<file path="config.mk">
export PLATFORM = sky130hd
export DESIGN_NAME = z80_bus_arbiter
export DESIGN_NICKNAME = d
export VERILOG_FILES = /design/src/rtl/z80_bus_arbiter.sv
export SDC_FILE = /design/constraint.sdc
export NUM_CORES = 1
export LEC_CHECK = 0
export ABC_AREA = 1
export CORE_MARGIN = 2
export CORE_UTILIZATION = 36
export CTS_CLUSTER_DIAMETER = 100
export CTS_CLUSTER_SIZE = 12
export DETAILED_ROUTE_END_ITERATION = 7
export PLACE_DENSITY = 0.65
export SETUP_SLACK_MARGIN = 0.1
export SLEW_MARGIN = 0
export SYNTH_ARGS = -nofsm -noshare
export SYNTH_HDL_FRONTEND = slang
export SYNTH_SLANG_ARGS = --single-unit
</file>
<file path="constraint.sdc">
create_clock -name clk -period 1.6 [get_ports clk]
set_input_delay 0.32 -clock clk [delete_from_list [all_inputs] [get_ports clk]]
set_output_delay 0.32 -clock clk [all_outputs]
set_load 0.03 [all_outputs]
</file>
<file path="src/rtl/z80_bus_arbiter.sv">
// z80 bus arbiter: shares the z80 address/data/control bus between the CPU core
// and NUM_REQ external DMA-style masters. It asks the z80 for the bus with BUSREQ_L,
// waits for BUSACK_L, and then grants one master at a time in round-robin order.
// After every grant the bus returns to the CPU for a guaranteed gap.
module z80_bus_arbiter #(
  parameter int NUM_REQ    = 4,
  parameter int MAX_HOLD   = 16,
  parameter int GAP_CYCLES = 2
) (
  input  logic                       clk,
  input  logic                       rst,
  input  logic [NUM_REQ-1:0]         req,
  input  logic [NUM_REQ-1:0]         done,
  output logic [NUM_REQ-1:0]         gnt,
  output logic [$clog2(NUM_REQ)-1:0] cur_id,
  output logic                       bus_owned,
  output logic                       BUSREQ_L,
  input  logic                       BUSACK_L
);

  localparam int ID_W   = $clog2(NUM_REQ);
  localparam int HOLD_W = (MAX_HOLD > 1) ? $clog2(MAX_HOLD) : 1;
  localparam int GAP_W  = (GAP_CYCLES > 1) ? $clog2(GAP_CYCLES) : 1;

  localparam logic [HOLD_W-1:0] HOLD_LAST = HOLD_W'((MAX_HOLD > 0) ? (MAX_HOLD - 1) : 0);
  localparam logic [GAP_W-1:0]  GAP_LAST  = GAP_W'((GAP_CYCLES > 0) ? (GAP_CYCLES - 1) : 0);
  localparam logic [ID_W-1:0]   LAST_RST  = ID_W'(NUM_REQ - 1);

  typedef enum logic [2:0] {
    S_IDLE,
    S_REQ,
    S_GRANT,
    S_RELEASE,
    S_GAP
  } state_t;

  state_t              state_q, state_d;
  logic                busreq_l_q, busreq_l_d;
  logic [NUM_REQ-1:0]  gnt_q, gnt_d;
  logic [ID_W-1:0]     cur_id_q, cur_id_d;
  logic                bus_owned_q, bus_owned_d;
  logic [ID_W-1:0]     last_id_q, last_id_d;
  logic [HOLD_W-1:0]   hold_q, hold_d;
  logic [GAP_W-1:0]    gap_q, gap_d;

  logic [ID_W-1:0]     winner;
  logic                hold_expired;
  logic                release_now;

  // Round-robin pick: first set request after 'last', wrapping modulo NUM_REQ.
  // The caller only uses the result when at least one request is set.
  function automatic logic [ID_W-1:0] rr_pick(input logic [NUM_REQ-1:0] r,
                                               input logic [ID_W-1:0]    last);
    logic [ID_W-1:0] pick;
    logic [ID_W-1:0] idx;
    logic            found;
    pick  = last;
    found = 1'b0;
    for (int i = 1; i <= NUM_REQ; i++) begin
      idx = ID_W'((int'(last) + i) % NUM_REQ);
      if (!found && r[idx]) begin
        found = 1'b1;
        pick  = idx;
      end
    end
    return pick;
  endfunction

  assign winner       = rr_pick(req, last_id_q);
  assign hold_expired = (MAX_HOLD != 0) && (hold_q == HOLD_LAST);
  // A grant ends on done or request withdrawal by the owner, on timeout, or when
  // the z80 takes the bus back unexpectedly (BUSACK_L high while granted).
  assign release_now  = done[cur_id_q] | ~req[cur_id_q] | hold_expired | BUSACK_L;

  // Next-state and registered-output computation for the arbitration FSM.
  always_comb begin
    state_d     = state_q;
    busreq_l_d  = busreq_l_q;
    gnt_d       = gnt_q;
    cur_id_d    = cur_id_q;
    bus_owned_d = bus_owned_q;
    last_id_d   = last_id_q;
    hold_d      = hold_q;
    gap_d       = gap_q;
    case (state_q)
      S_IDLE: begin
        busreq_l_d = 1'b1;
        if (|req) begin
          state_d    = S_REQ;
          busreq_l_d = 1'b0;
        end
      end
      S_REQ: begin
        busreq_l_d = 1'b0;
        if (!BUSACK_L) begin
          if (|req) begin
            state_d     = S_GRANT;
            gnt_d       = {{(NUM_REQ-1){1'b0}}, 1'b1} << winner;
            cur_id_d    = winner;
            bus_owned_d = 1'b1;
            last_id_d   = winner;
            hold_d      = '0;
          end else begin
            // Every requester withdrew while we waited: hand the bus straight back.
            state_d    = S_RELEASE;
            busreq_l_d = 1'b1;
          end
        end
      end
      S_GRANT: begin
        hold_d = hold_q + 1'b1;
        if (release_now) begin
          state_d     = S_RELEASE;
          gnt_d       = '0;
          bus_owned_d = 1'b0;
          busreq_l_d  = 1'b1;
        end
      end
      S_RELEASE: begin
        busreq_l_d = 1'b1;
        if (BUSACK_L) begin
          state_d = S_GAP;
          gap_d   = '0;
        end
      end
      S_GAP: begin
        busreq_l_d = 1'b1;
        if (gap_q == GAP_LAST) begin
          state_d = S_IDLE;
        end else begin
          gap_d = gap_q + 1'b1;
        end
      end
      default: begin
        state_d     = S_IDLE;
        busreq_l_d  = 1'b1;
        gnt_d       = '0;
        bus_owned_d = 1'b0;
      end
    endcase
  end

  // State and output registers; reset releases the bus immediately.
  always_ff @(posedge clk or posedge rst) begin
    if (rst) begin
      state_q     <= S_IDLE;
      busreq_l_q  <= 1'b1;
      gnt_q       <= '0;
      cur_id_q    <= '0;
      bus_owned_q <= 1'b0;
      last_id_q   <= LAST_RST;
      hold_q      <= '0;
      gap_q       <= '0;
    end else begin
      state_q     <= state_d;
      busreq_l_q  <= busreq_l_d;
      gnt_q       <= gnt_d;
      cur_id_q    <= cur_id_d;
      bus_owned_q <= bus_owned_d;
      last_id_q   <= last_id_d;
      hold_q      <= hold_d;
      gap_q       <= gap_d;
    end
  end

  assign gnt       = gnt_q;
  assign cur_id    = cur_id_q;
  assign bus_owned = bus_owned_q;
  assign BUSREQ_L  = busreq_l_q;

endmodule
</file>
==> flow_metrics.tcl <==
set metrics [dict create \
    cp_max_fo 8 \
    gp_congestion 0.912 \
    leakagePower_nw 0.961 \
    firstDrtPassIters 5 \
    dieArea_um2 3800 \
    switching_share 0.491 \
    initial_core_util 0.385 \
    dpl_cell_area_um2 1570 \
    max_freq_mhz 612 \
    synthArstFlopShare 1.00 \
    slew_viol_final 0 \
    hold_viol 0 \
    dieHeight_um 61.6 \
    ys_types 24 \
    clk_latency_ns 0.29 \
    critPathRequiredTime_ns 1.79 \
    grt_pass1_wl_mm 4.81 \
    netlist_area_um2 1190 \
    slew-limit-headroom 0.801 \
    numCtsBuffers 3 \
    track_usage 0.168 \
    io_buffers 18 \
    grt_pass1_vias 1171 \
    crit_type "reg -> reg" \
    top_level_ports 19 \
    p_comb_frac 0.679 \
    ant_nets 0 \
    intPower_mw 1.78 \
    cap_viol_max_count 0 \
    r2r_slack_ns -0.03 \
    wl_per_cell_um 11.0 \
    rsz0062_at_grt "true" \
    rows 20 \
    fin_crit_sh 1.02 \
    fin_skew_ns 0.00527 \
    setup_ws_ns -0.0345 \
    power_mw 3.49 \
    peakVddDrop_mv 0.941 \
    dpl.hpwl_mm 2.18 \
    clock_sinks 18 \
    power.density_nw_per_um2 1980 \
    grt_antenna_before_repair 0 \
    synth_top_area_share 0.314 \
    end_kind "flip-flop" \
    reg2reg_to "cur_id[1]" \
    yosys_warnings 0 \
    grt_start_max_net_pins 19 \
    vias_per_cell 4.62 \
    drcViolationCount 0 \
    synth-seq-cells 18 \
    drt_iter0_drc 67 \
    wl_mm 2.87 \
    cts_buffer_depth 2 \
    dieWidth_um 61.6 \
    cts_htree_levels 1 \
    reg2reg_depth 11 \
    critical_path_arrival_ns 1.82 \
    cts_hold_buf 0 \
    startpoint_type "flip-flop" \
    pwr-share-clk 0.080 \
    synth_area_leaders "dfrtp_1, nand2_1, dfstp_2" \
    failed_checks "negative setup slack" \
    finalCriticalPeriod_ns 1.63 \
    p_seq_frac 0.241 \
    overflow 0 \
    fp.coreArea_um2 3100 \
    hp-class "in -> async" \
    synth_edf_count 0 \
    area_growth_pct 47.5 \
    vias 1211 \
    syn_nets 181 \
    antenna_cells 0 \
    p_sw_mw 1.71 \
    yosysMostFrequentCell "nand2_1" \
    dp_worst_setup_slack_ns -0.230 \
    fin_nets 231 \
    drive_gt1_frac 0.362 \
    tightest_slew_ns 0.300 \
    seq_area_frac_synth 0.380 \
    synth.cells.most_frequent "nand2_1, inv_1, dfrtp_1, nand3_1, nor2_1" \
    syn_avg_cell_area_um2 7.07 \
    r2r_start "last_id_q[0]" \
    root_buffer "clkbuf_4" \
    synth_ff_type "dfrtp_1" \
    cts_tree "built" \
    status "finished, violations left" \
    final_area_um2 1760 \
    fill_cells 304 \
    synth_cells 169 \
    fin_setup_tns_ns -0.0364 \
    clk_pin_slew_ns 0.11 \
    synth_top_area_cell "dfrtp_1" \
    setup_viol 2 \
]
how the worst max path moves through the flow:
stage / endpoint / startpoint / slack [ns]
final: cur_id[1] / last_id_q[0] / -0.03
after global routing: cur_id[1] / last_id_q[0] / -0.14
after CTS: cur_id[1] / last_id_q[0] / -0.02
after detailed placement: gnt[3] / req[2] / -0.23
after global placement: cur_id[1] / req[1] / -0.19
after floorplan: cur_id[1] / last_id_q[0] / 0.13
logic make-up (layout without fill, tap and decap cells):
family	count (synthesis)	after routing	share of synthesized area
AO/OA/AOI/OAI	17	17	0.0817
XOR/XNOR	2	2	0.0147
adder cells (fa/ha/maj)	1	1	0.0105
buffers and inverters	23	72	0.0785
flip-flops	18	18	0.380
AND/OR/NAND/NOR	108	108	0.435
cell usage in the layout, fill, tap and decap left out:
| master | Yosys | routed |
|---|---|---|
| o21ai_2 | 1 | 2 |
| nand2_4 | 5 | 9 |
| ha_2 | 0 | 1 |
| clkdlybuf4s15_2 | 0 | 1 |
| xor2_1 | 2 | 2 |
| a21oi_1 | 5 | 5 |
| clkbuf_8 | 0 | 1 |
| inv_1 | 17 | 13 |
| dlygate4sd2_1 | 0 | 8 |
| a21oi_2 | 1 | 1 |
| dfrtp_1 | 15 | 15 |
| clkbuf_4 | 0 | 3 |
| inv_2 | 5 | 8 |
| o22ai_1 | 2 | 2 |
| nand3_2 | 4 | 5 |
| o21ai_1 | 1 | 2 |
| nor2_1 | 13 | 13 |
| nor2_4 | 1 | 1 |
| dlymetal6s2s_1 | 0 | 3 |
| nand3_1 | 13 | 10 |
| o211ai_1 | 1 | 1 |
| nand2_2 | 7 | 10 |
| buf_12 | 0 | 1 |
| o21ai_0 | 6 | 4 |
| nor2_2 | 1 | 1 |
| nand3_4 | 0 | 2 |
| nand4_1 | 2 | 2 |
| inv_4 | 0 | 1 |
| nor3_2 | 0 | 2 |
| buf_4 | 0 | 27 |
| nand2_1 | 60 | 53 |
| clkdlybuf4s50_1 | 0 | 6 |
| dfstp_2 | 3 | 3 |
registers in the layout, indices dropped and copies added (netlist names):
| register | cells |
|---|---|
| gnt | 4 |
| bus_owned | 1 |
| last_id_q | 2 |
| state_q | 3 |
| BUSREQ_L | 1 |
| gap_q | 1 |
| cur_id | 2 |
| hold_q | 4 |
timing repair:
item / 4_1_cts / 5_1_grt
setup endpoints to repair: 20 / 15
pin swaps: 15 / 11
buffers inserted: 4 / 4
gates resized for setup: 30 / 11
metrics by stage:
stage,hold WS [ns],std cells,utilization
floorplan,0.256,169,-
global placement,0.472,250,0.506
detailed placement,0.469,250,0.506
CTS,0.330,258,0.548
global route,0.353,262,0.568
finish,0.328,262,0.568
routing by layer:
layer / routed length [um] / track usage / vias to the layer above
li1: - / - / 635
met1: 1230 / 0.194 / 547
met2: 1520 / 0.323 / 25
met3: 94 / 0.0189 / 4
met4: 28 / 0.0486 / 0
met5: 0 / 0 / -
power by group through the flow:
stage,Clock (mW),Sequential [mW],Combinational [mW]
3_5_place_dp,0,0.862,2.04
2_1_floorplan,0,0.995,1.27
4_1_cts,0.292,0.846,2.26
5_1_grt,0.303,0.869,2.62
3_3_place_gp,0,0.854,2.00
6_report,0.278,0.840,2.37
layout make-up:
cell class | count | area, um^2 | area share
multi-input cells | 128 | 731 | 0.414
flip-flops and latches | 18 | 454 | 0.258
repair buffers | 46 | 402 | 0.228
inverters | 22 | 85.1 | 0.0483
well taps | 44 | 55.1 | 0.0312
clock buffers | 4 | 36.3 | 0.0206
critical path, cell delays in order, from the launching register on:
cell and delay, ns:
dfstp_2 0.62, inv_4 0.09, nand2_2 0.08, nand2_4 0.06, nand2_4 0.08, nand2_4 0.08
nor2_4 0.14, nand3_1 0.10, nand2_2 0.12, inv_2 0.05, nand2_2 0.07, nand2_1 0.05
Note: power is estimated with default switching activity, not from simulation.
==> variant 1: new RTL, same settings <==
Reset style: synchronous (`rst`), changed in one clocked block.
--- a/src/rtl/z80_bus_arbiter.sv
+++ b/src/rtl/z80_bus_arbiter.sv
@@ -141,7 +141,7 @@
   end
 
   // State and output registers; reset releases the bus immediately.
-  always_ff @(posedge clk or posedge rst) begin
+  always_ff @(posedge clk) begin
     if (rst) begin
       state_q     <= S_IDLE;
       busreq_l_q  <= 1'b1;
Function: differs if rst is asserted again (counterexample within 4 cycles, from zero or initial values and one cycle with rst high); with rst held inactive, the same outputs for 10 cycles.
==> variant 1 against the original RTL <==
  * Wire length is 6.8% higher
  * Sequential cell count stayed put
  * Sequential share of layout area is 4.5 points lower
  * Synthesized cell count is 3.6% higher
  * Hold slack better by 0.096 ns
  * Final area is 1.6% lower
  * Worst setup slack better by 0.12 ns
  * Critical path type unchanged
  * Via count is 5.0% higher
  * Die area is 1.1% lower
  * Power is 41% lower
  * Final cell count is 2.7% lower
  * Synthesized area is 1.2% lower
  * Highest routed layer unchanged
  * Utilization is 0.47 points lower
  * First-iteration DRC count is 4.5% higher
==> variant 1: results (changes against the original RTL) <==
worst hold slack -> 0.424 ns (+0.0959 ns)
via count -> 1272 (+5.0%)
Final GP Congestion -> 0.789 (-13%)
Avg WL per Cell -> 12.0 um (+9.7%)
Synth top cells by count -> nand2_1 (44), dfxtp_1 (18), inv_1 (18)
global-route wire length before repair -> 4910 um (+2.1%)
Fill cells -> 300 (-1.3%)
ranking of synthesized cells by area -> dfxtp_1 (31%), nand2_1 (14%), nand3_1 (5.9%)
synth unique cells -> 26 (+8.3%)
Seq/Total Area, Yosys -> 0.305 (-0.0750)
status -> finished clean
Synth Flop Type -> dfxtp_1
ys async rst share -> 0 (-1.00)
Nets -> 225 (-2.6%)
Setup Buffers After CTS -> 3 (-1)
skew final -> 0.00587 ns (+0.000598 ns)
M1 WL -> 1310 um (+6.4%)
Worst Hold Class -> input port to flop
maximum vdd drop -> 0.000703 V (-25%)
reg2reg start -> last_id_q[0]
relative slew slack -> 0.793 (-0.00747)
dpl ws -> -0.297 ns (-0.0665 ns)
fraction of layout cells with a size suffix above 1 -> 0.398 (+0.0357)
Pre-antenna DRT Iters -> 4 (-1)
Finished Layout Cells -> 255 (-2.7%)
drt initial violations -> 70 (+4.5%)
Clock transition at path regs -> 0.09 ns (-0.02 ns)
Comb pwr share -> 0.605 (-0.074)
largest net degree at the start of global routing -> 10 (-9)
Net Switching -> 947 uW (-45%)
-- variant 1: worst max-delay path by stage --
| stage | start | end | slack [ns] | depth (start not counted) |
|---|---|---|---|---|
| floorplan | cur_id[0] | gnt[3] | 0.20 | 10 |
| global placement | req[0] | gnt[2] | -0.22 | 12 |
| detailed placement | req[3] | hold_q[3] | -0.30 | 8 |
| CTS | hold_q[0] | state_q[1] | 0.10 | 10 |
| global route | last_id_q[0] | gnt[2] | 0.004 | 13 |
| finish | last_id_q[0] | gnt[3] | 0.09 | 11 |
-- variant 1: metrics by stage --
stage | cell area [um2] | setup TNS [ns]
2_1_floorplan | 1180 | 0
3_3_place_gp | 1500 | -2.68
3_5_place_dp | 1500 | -3.39
4_1_cts | 1580 | 0
5_1_grt | 1730 | 0
6_report | 1730 | 0
-- variant 1: area by class of cell --
cell class | instances | area share
clock buffers | 3 | 0.0130
flip-flops and latches | 18 | 0.213
repair buffers | 35 | 0.177
well taps | 44 | 0.0317
inverters | 24 | 0.0592
multi-input cells | 131 | 0.506
-- variant 1: kinds of logic (layout without fill, tap and decap cells) --
group                    count (synthesis)  after routing  synth area share
buffers and inverters                   26             62            0.0974
AO/OA/AOI/OAI                           28             28             0.135
flip-flops                              18             18             0.305
adder cells (fa/ha/maj)                  1              1            0.0106
AND/OR/NAND/NOR                        102            102             0.452
-- variant 1: worst max-delay path, cell delays in order (launching register included) --
cell	delay, ns
dfxtp_2	0.34
buf_12	0.14
inv_8	0.07
nand2_1	0.08
nand3_1	0.13
nand2_4	0.09
o21ai_4	0.19
nand3_4	0.10
nand2_4	0.08
nor2_1	0.04
nor2_1	0.11
nor2_1	0.05
-- variant 1: per-layer routing --
metal,global-route usage,up-vias
li1,-,646
met1,0.215,584
met2,0.295,40
met3,0.0483,2
met4,0.0466,0
met5,0,-
==> variant 2: new RTL, same flow settings <==
Made on the original files. The parameter `MAX_HOLD` goes from 16 to 64.
--- a/src/rtl/z80_bus_arbiter.sv
+++ b/src/rtl/z80_bus_arbiter.sv
@@ -4,7 +4,7 @@
 // After every grant the bus returns to the CPU for a guaranteed gap.
 module z80_bus_arbiter #(
   parameter int NUM_REQ    = 4,
-  parameter int MAX_HOLD   = 16,
+  parameter int MAX_HOLD   = 64,
   parameter int GAP_CYCLES = 2
 ) (
   input  logic                       clk,
Behaviour: no difference found for any inputs over 10 cycles, from zero or initial values and one cycle with rst high; that may be too few to reach the edited logic, so the function may still have changed.
==> variant 2 against the original RTL <==
  * The flow still finishes with violations (negative setup slack)
  * Utilization fell by 0.48 points
  * Worst setup slack worse by 0.027 ns
  * Synthesized area up 10%
  * Wire length grew 20%
  * Non-clock buffer count down 2
  * Global-route usage is essentially flat
  * Sequential power up 6.2%
  * Critical endpoint is now gnt[3]
  * Final area rose by 9.2%
  * Sequential cell count increased by 2
  * Power grew 9.2%
==> variant 2: results (changes against the original RTL) <==
Net Count, Synth -> 196 (+8.3%)
post-DP HPWL -> 2300 um (+5.6%)
Worst Hold Class -> input port to async pin
initial antenna violation count -> 0 (unchanged)
relative slew slack -> 0.791 (-0.00975)
max incr delay on CP -> 0.58 ns (-0.04 ns)
largest net degree at the start of global routing -> 21 (+2)
setup ws final -> -0.0611 ns (-0.0266 ns)
H-tree levels -> 1 (unchanged)
final setup vio count -> 6 (+4)
synth unique cells -> 27 (+13%)
CTS root buf -> clkbuf_4
Antenna Cells -> 0 (unchanged)
Clock transition at path regs -> 0.11 ns (about the same)
Worst-Skew Late Latency -> 0.30 ns
data arrival time of the worst path -> 1.91 ns (+0.09 ns)
crit path max-delay cell type -> dfstp_2
final WL -> 3440 um (+20%)
Final GP Congestion -> 0.830 (-9.0%)
skew final -> 0.00697 ns (+0.00170 ns)
via count -> 1347 (+11%)
status -> finished, violations left
ys async rst share -> 1.00 (unchanged)
total leakage power -> 1.02 nW (+6.1%)
violated checks -> negative setup slack
crit path from -> last_id_q[0]
fraction of layout cells with a size suffix above 1 -> 0.364 (+0.00125)
Synth top cells by count -> nand2_1 (66), inv_1 (18), dfrtp_1 (17)
crit-path max FO -> 9 (+1)
Max Root-Sink Buffers -> 2 (unchanged)
DRC Markers -> 0 (unchanged)
delay-heaviest family, CP -> simple AND/OR/NAND/NOR gates
maximum vdd drop -> 0.000957 V (+1.7%)
ranking of synthesized cells by area -> dfrtp_1 (32%), nand2_1 (19%), dfstp_2 (6.0%)
yosys warns -> 0 (unchanged)
CTS buffer count -> 3 (unchanged)
number of port buffers -> 18 (unchanged)
gr usage total -> 0.169 (+0.000346)
global-route wire length before repair -> 5580 um (+16%)
number of flip-flops in the largest register -> 6
drt initial violations -> 107 (+60%)
Pre-antenna DRT Iters -> 4 (-1)
Largest Register -> hold_q
Seq/Total Area, Yosys -> 0.382 (+0.00189)
Nets -> 244 (+5.6%)
==> variant 2: cell count changes in the layout (fill, tap and decap cells not counted), sizes merged, moves of 2 or more <==
cell / unedited run / this run
nand4: 2 / 0
nand3: 17 / 13
nor2: 15 / 17
nand2: 72 / 81
dfrtp: 15 / 17
inv: 22 / 24
buf: 28 / 26
==> variant 2: timing repair <==
| action | in CTS | in global routing |
|---|---|---|
| endpoints found under the setup margin | 19 | 13 |
| hold buffers | 0 | 0 |
| pin swaps | 7 | 15 |
| setup buffers | 7 | 4 |
| gates resized for setup | 21 | 33 |
==> variant 2: where the power goes <==
group          leakage [nW]  internal [mW]  switching, mW
Clock                0.0210          0.139          0.154
Sequential            0.256          0.725          0.167
Combinational         0.743           1.01           1.61
Total                  1.02           1.87           1.93
==> variant 2: final timing paths <==
check                           cells after the start  slack, ns        to
worst max-delay path                               11      -0.06    gnt[3]
worst min-delay path                                3       0.33    gnt[2]
worst max register to register                     11      -0.06    gnt[3]
worst min register to register                      2       0.48    gnt[2]
max in group asynchronous                           3       1.00  BUSREQ_L
min in group clk                                    2       0.48    gnt[2]
==> variant 2: worst register-to-register path, stage by stage (launching register included) <==
cell,delay (ns)
dfstp_2,0.58
buf_12,0.13
inv_8,0.05
nand2_4,0.06
nand2_4,0.06
nand2_4,0.09
nand2_4,0.09
nor2_4,0.15
nand3_4,0.10
a21oi_2,0.17
nand2_1,0.08
nand2_1,0.06
==> variant 2: cells by family after synthesis <==
group,count (synthesis),synth area share
flops,20,0.382
compound gates,20,0.0882
xor+xnor,2,0.0133
simple gates,115,0.417
buf+inv,25,0.0825
mux,1,0.00758
fa+ha+maj,1,0.00948
==> variant 2: routing by layer <==
metal,global-route usage,up-vias,part of all wire
met2,0.301,38,0.52
met4,0.0399,0,0.015
met5,0,-,0
li1,-,676,-
met1,0.207,629,0.42
met3,0.0365,4,0.038
==> variant 2: area by class of cell <==
type / instances / area [um2]
inverters: 24 / 100
fillers: 320 / 1490
clock buffers: 4 / 36.3
repair buffers: 44 / 385
well taps: 46 / 57.6
multi-input cells: 139 / 841
flip-flops and latches: 20 / 504
==> variant 2: through the flow <==
stage / setup TNS, ns / area (um2) / setup WS [ns] / utilization / cells
after floorplan: 0 / 1320 / 0.122 / - / 184
after global placement: -1.82 / 1660 / -0.171 / 0.486 / 262
after detailed placement: -2.17 / 1660 / -0.205 / 0.486 / 262
after CTS: 0 / 1780 / 0.0171 / 0.521 / 273
after global routing: -0.938 / 1920 / -0.156 / 0.563 / 277
final: -0.259 / 1920 / -0.0611 / 0.563 / 277
